## src/rtl/capture_trigger_ctrl.sv

```systemverilog
// Capture sequencer for the ADC buffers: arbitrates ext/int/soft triggers, strobes capture,
// waits for all buffers (or a timeout), holds the event for the PS, then applies a holdoff before re-arming.
module capture_trigger_ctrl #(
  parameter int NUM_CH      = 8,
  parameter int HOLDOFF_W   = 16,
  parameter int TIMEOUT_CYC = 65536,
  parameter int CNT_W       = 16
) (
  input  logic                 adc_div2_clk,
  input  logic                 rst,
  input  logic                 enable_i,
  input  logic                 ext_trig_i,
  input  logic                 int_trig_i,
  input  logic                 soft_trig_i,
  input  logic [2:0]           trig_mask_i,
  input  logic [HOLDOFF_W-1:0] holdoff_i,
  input  logic                 clear_i,
  input  logic [NUM_CH-1:0]    done_i,
  output logic                 capture_o,
  output logic                 busy_o,
  output logic                 trig_pending_o,
  output logic [2:0]           trig_source_o,
  output logic                 timeout_o,
  output logic [CNT_W-1:0]     trig_count_o,
  output logic [CNT_W-1:0]     missed_count_o
);

  localparam int              TO_W    = (TIMEOUT_CYC > 2) ? $clog2(TIMEOUT_CYC) : 1;
  localparam logic [TO_W-1:0] TO_LAST = TO_W'(TIMEOUT_CYC - 1);

  typedef enum logic [2:0] {
    S_IDLE,
    S_ARMED,
    S_CAPTURE,
    S_WAIT_DONE,
    S_PENDING,
    S_HOLDOFF
  } state_t;

  state_t                 state_q, state_d;
  logic                   capture_q;
  logic                   busy_q;
  logic                   pending_q;
  logic [2:0]             source_q;
  logic                   timeout_q;
  logic [CNT_W-1:0]       trig_cnt_q;
  logic [CNT_W-1:0]       missed_cnt_q;
  logic [TO_W-1:0]        to_cnt_q;
  logic [HOLDOFF_W-1:0]   holdoff_q;

  logic [2:0] hit;
  logic       hit_any;
  logic       all_done;
  logic       accept;
  logic       to_fire;

  assign hit      = {soft_trig_i, int_trig_i, ext_trig_i} & trig_mask_i;
  assign hit_any  = |hit;
  assign all_done = &done_i;
  // Disable wins over a coincident trigger in ARMED.
  assign accept   = (state_q == S_ARMED) && enable_i && hit_any;
  // Completion on the last timeout cycle takes precedence over the timeout.
  assign to_fire  = (state_q == S_WAIT_DONE) && !all_done && (to_cnt_q == TO_LAST);

  always_comb begin
    state_d = state_q;
    case (state_q)
      S_IDLE:      if (enable_i) state_d = S_ARMED;
      S_ARMED: begin
        if (!enable_i)    state_d = S_IDLE;
        else if (hit_any) state_d = S_CAPTURE;
      end
      S_CAPTURE:   state_d = S_WAIT_DONE;
      S_WAIT_DONE: if (all_done || to_fire) state_d = S_PENDING;
      S_PENDING:   if (clear_i) state_d = S_HOLDOFF;
      S_HOLDOFF:   if (holdoff_q == '0) state_d = enable_i ? S_ARMED : S_IDLE;
      default:     state_d = S_IDLE;
    endcase
  end

  always_ff @(posedge adc_div2_clk or posedge rst) begin
    if (rst) begin
      state_q      <= S_IDLE;
      capture_q    <= 1'b0;
      busy_q       <= 1'b0;
      pending_q    <= 1'b0;
      source_q     <= '0;
      timeout_q    <= 1'b0;
      trig_cnt_q   <= '0;
      missed_cnt_q <= '0;
      to_cnt_q     <= '0;
      holdoff_q    <= '0;
    end else begin
      state_q   <= state_d;
      // Strobe trails the CAPTURE state by one cycle, giving a fixed hit-to-strobe latency of two edges.
      capture_q <= (state_q == S_CAPTURE);
      busy_q    <= (state_d inside {S_CAPTURE, S_WAIT_DONE, S_PENDING, S_HOLDOFF});
      pending_q <= (state_d == S_PENDING);

      if (accept) begin
        source_q   <= hit;
        trig_cnt_q <= trig_cnt_q + 1'b1;
      end

      if (hit_any && (state_q != S_ARMED) && (missed_cnt_q != '1))
        missed_cnt_q <= missed_cnt_q + 1'b1;

      if (state_q == S_CAPTURE)
        to_cnt_q <= '0;
      else if ((state_q == S_WAIT_DONE) && !all_done)
        to_cnt_q <= to_cnt_q + 1'b1;

      if (to_fire)
        timeout_q <= 1'b1;
      else if (clear_i)
        timeout_q <= 1'b0;

      if ((state_q == S_PENDING) && clear_i)
        holdoff_q <= holdoff_i;
      else if ((state_q == S_HOLDOFF) && (holdoff_q != '0))
        holdoff_q <= holdoff_q - 1'b1;
    end
  end

  assign capture_o      = capture_q;
  assign busy_o         = busy_q;
  assign trig_pending_o = pending_q;
  assign trig_source_o  = source_q;
  assign timeout_o      = timeout_q;
  assign trig_count_o   = trig_cnt_q;
  assign missed_count_o = missed_cnt_q;

endmodule

```

## config.mk

```make
export PLATFORM = sky130hd
export DESIGN_NAME = capture_trigger_ctrl
export DESIGN_NICKNAME = d
export VERILOG_FILES = /design/src/rtl/capture_trigger_ctrl.sv
export SDC_FILE = /design/constraint.sdc
export NUM_CORES = 1
export LEC_CHECK = 0
export CORE_ASPECT_RATIO = 2
export CORE_MARGIN = 2
export CORE_UTILIZATION = 52
export DETAILED_ROUTE_END_ITERATION = 16
export HOLD_SLACK_MARGIN = 0.12
export MAX_ROUTING_LAYER = met4
export PLACE_DENSITY = 0.86
export SLEW_MARGIN = 15
export SYNTH_ARGS = -nofsm -noshare
export SYNTH_HDL_FRONTEND = slang
export SYNTH_SLANG_ARGS = --single-unit
```

## constraint.sdc

```tcl
create_clock -name adc_div2_clk -period 2.9 [get_ports adc_div2_clk]
set_input_delay 0.435 -clock adc_div2_clk [delete_from_list [all_inputs] [get_ports adc_div2_clk]]
set_output_delay 0.435 -clock adc_div2_clk [all_outputs]
set_load 0.05 [all_outputs]
```

==> impl_metrics.toml <==
[worst_setup_path]
worstPathMaxFanout = 19
path_class = "flop to flop"
critPathLaunchType = "flop"
crit_required_ns = 3.13
endpoint_kind = "flop"
cp.arrival_ns = 2.57

[placement]
gp_congestion = 0.871
placement.io_buffers = 72
place_hpwl_um = 5640

[global_route]
grt-ovfl-total = 0
grt_max_degree = 75
grt_pass1_vias = 3190
grt_pass1_wl_um = 14600
antenna_found_initial = 0
grt_usage = 0.234

[floorplan]
die_w_um = 64.5
die_area_sq_um = 8070
initial_core_util = 0.532
pin_count = 73
fp-row-count = 44
dieHeight_um = 125
core_area_sq_um = 7160

[synth]
synth_edf_count = 0
ys_types = 51
synth_area_leaders = "dfrtp_1 (49%), xor2_1 (4.6%), xnor2_1 (3.9%)"
synth_warnings = 0
netlist_area_sq_um = 3810
avgSynthCellArea_sq_um = 9.94
yosysTopAreaCell = "dfrtp_1"
seq_area_frac_synth = 0.486
ys_seq_elements = 74
ys_async_sr_fraction = 1.00
synthDominantCellAreaShare = 0.486
synth-main-ff-cell = "dfrtp_1"
synth_cells = 383
syn-num-nets = 421

[detailed_routing]
drt_pre_antenna_iters = 4
viasPerCell = 5.88
drc = 0
via_count = 3266
wirelength_um = 8440
detail-route-antenna-nets = 0
avgRoutedWirePerCell_um = 15.2
first_iter_violations = 222

[timing]
slew_headroom = 0.437
clock.fmax_mhz = 427
hold_viol_final = 0
setup_viol = 0
maxSlewViolCount = 0
timing.final.crit_share = 0.808
rsz0062_at_grt = "false"
min_period_ns = 2.34
setup_tns_ns = 0
tightest_slew_ns = 0.843
skew_ns = 0.00731

[cts]
cts_tree = "built"
clk_path_buf_depth = 2
cts_hold_buf = 0
cts_setup_buffers = 0
insertion_delay_ns = 0.34
cts_resized = 0
cts_sinks = 74
htree_levels = 3
numCtsBuffers = 9
clk_pin_slew_ns = 0.06
clockRootBuffer = "clkbuf_16"

[final_layout]
nets = 496
syn_to_final_growth_pct = 31.4
mostFrequentLayoutCell = "dfrtp_1"
drive_above_1_share = 0.0907
fin_util = 0.699
layout_common_cells = "dfrtp_1 (74), clkdlybuf4s50_1 (72), nor2_1 (29)"
antenna_cells = 0

[power_and_ir_drop]
p_leak_uw = 0.00197
seq_power_share = 0.355
switchingPower_uw = 1470
swShare = 0.370
p_total_uw = 3970
vdd_drop_max_mv = 0.710
power_density_nw_per_um2 = 794
combPwrFrac = 0.318
p_int_uw = 2500
pwr-share-clk = 0.327

[job]
cap_viol_max_count = 0

[outcome]
status = "complete, no violations"

[worst_hold_path]
hold_class = "flop to flop"
==> worst paths after layout <==
kind	from	to	slack [ns]	cells past startpoint
min in group asynchronous	rst	trig_count_o[1]	0.51	3
worst max-delay path	holdoff_q[3]	holdoff_q[1]	0.56	5
worst max register to register	holdoff_q[3]	holdoff_q[1]	0.56	5
max in group asynchronous	rst	to_cnt_q[11]	2.10	3
worst min-delay path	trig_count_o[15]	trig_count_o[15]	0.47	1
worst min register to register	trig_count_o[15]	trig_count_o[15]	0.47	1
==> per-stage QoR <==
stage / worst slack, ns / hold WS, ns / instances / area [sq um]
floorplan: 0.540 / 0.502 / 383 / 3810
global placement: 0.653 / 0.459 / 539 / 4650
detailed placement: 0.567 / 0.466 / 539 / 4650
CTS: 0.563 / 0.474 / 555 / 5000
global route: 0.436 / 0.479 / 555 / 5000
finish: 0.557 / 0.467 / 555 / 5000
==> sequential cells by signal (all words and copies together), names as in the netlist <==
| signal | cells |
|---|---|
| holdoff_q | 16 |
| busy_o | 1 |
| capture_o | 1 |
| trig_source_o | 3 |
| timeout_o | 1 |
| trig_pending_o | 1 |
| missed_count_o | 16 |
| to_cnt_q | 16 |
| trig_count_o | 16 |
| state_q | 3 |
==> logic make-up after synthesis <==
family                     Yosys count  synth area share
AOI/OAI and AO/OA                   64             0.110
xor gates and xnor gates            37            0.0851
adders and majority gates            4            0.0131
buffers and inverters               25            0.0273
DFF                                 74             0.486
muxes                                1           0.00296
and+or+nand+nor                    178             0.276
==> per-layer routing <==
metal	track usage	wire length (um)	up-vias
met2	0.356	4080	103
li1	-	-	1586
met1	0.304	3790	1560
met4	0.0964	146	0
met3	0.0513	429	17
met5	-	0	-
==> Yosys cell counts (8+ instances only) <==
cell,instances
or3_1,14
xor2_1,20
a21oi_1,8
or4_1,11
nand4_1,14
inv_1,9
nor2_1,29
clkbuf_1,11
nor3_1,9
nand3_1,18
dfrtp_1,74
xnor2_1,17
o21ai_0,16
a31oi_1,14
nand2_1,28
o31ai_1,9
==> worst max-delay path: stages, from the launching register on <==
cell      delay [ns]
dfrtp_1         0.43
or4_4           0.64
nor4_4          0.47
buf_4           0.30
nor2_1          0.08
o311ai_0        0.30
==> power by group through the flow <==
stage / clock [uW] / sequential [uW] / combinational (uW)
floorplan: 0 / 1830 / 408
global placement: 0 / 1420 / 1240
detailed placement: 0 / 1420 / 1260
CTS: 1320 / 1410 / 1270
global route: 1370 / 1440 / 1350
finish: 1300 / 1410 / 1260
==> layout make-up <==
class	instances	area, sq um
Tap cell	92	115
Clock buffer	9	225
Inverter	9	33.8
Sequential cell	74	1850
Clock inverter	7	125
Multi-Input combinational cell	284	1860
Timing Repair Buffer	80	793
Fill cell	535	2150
Power figures use the tool's default switching activity.
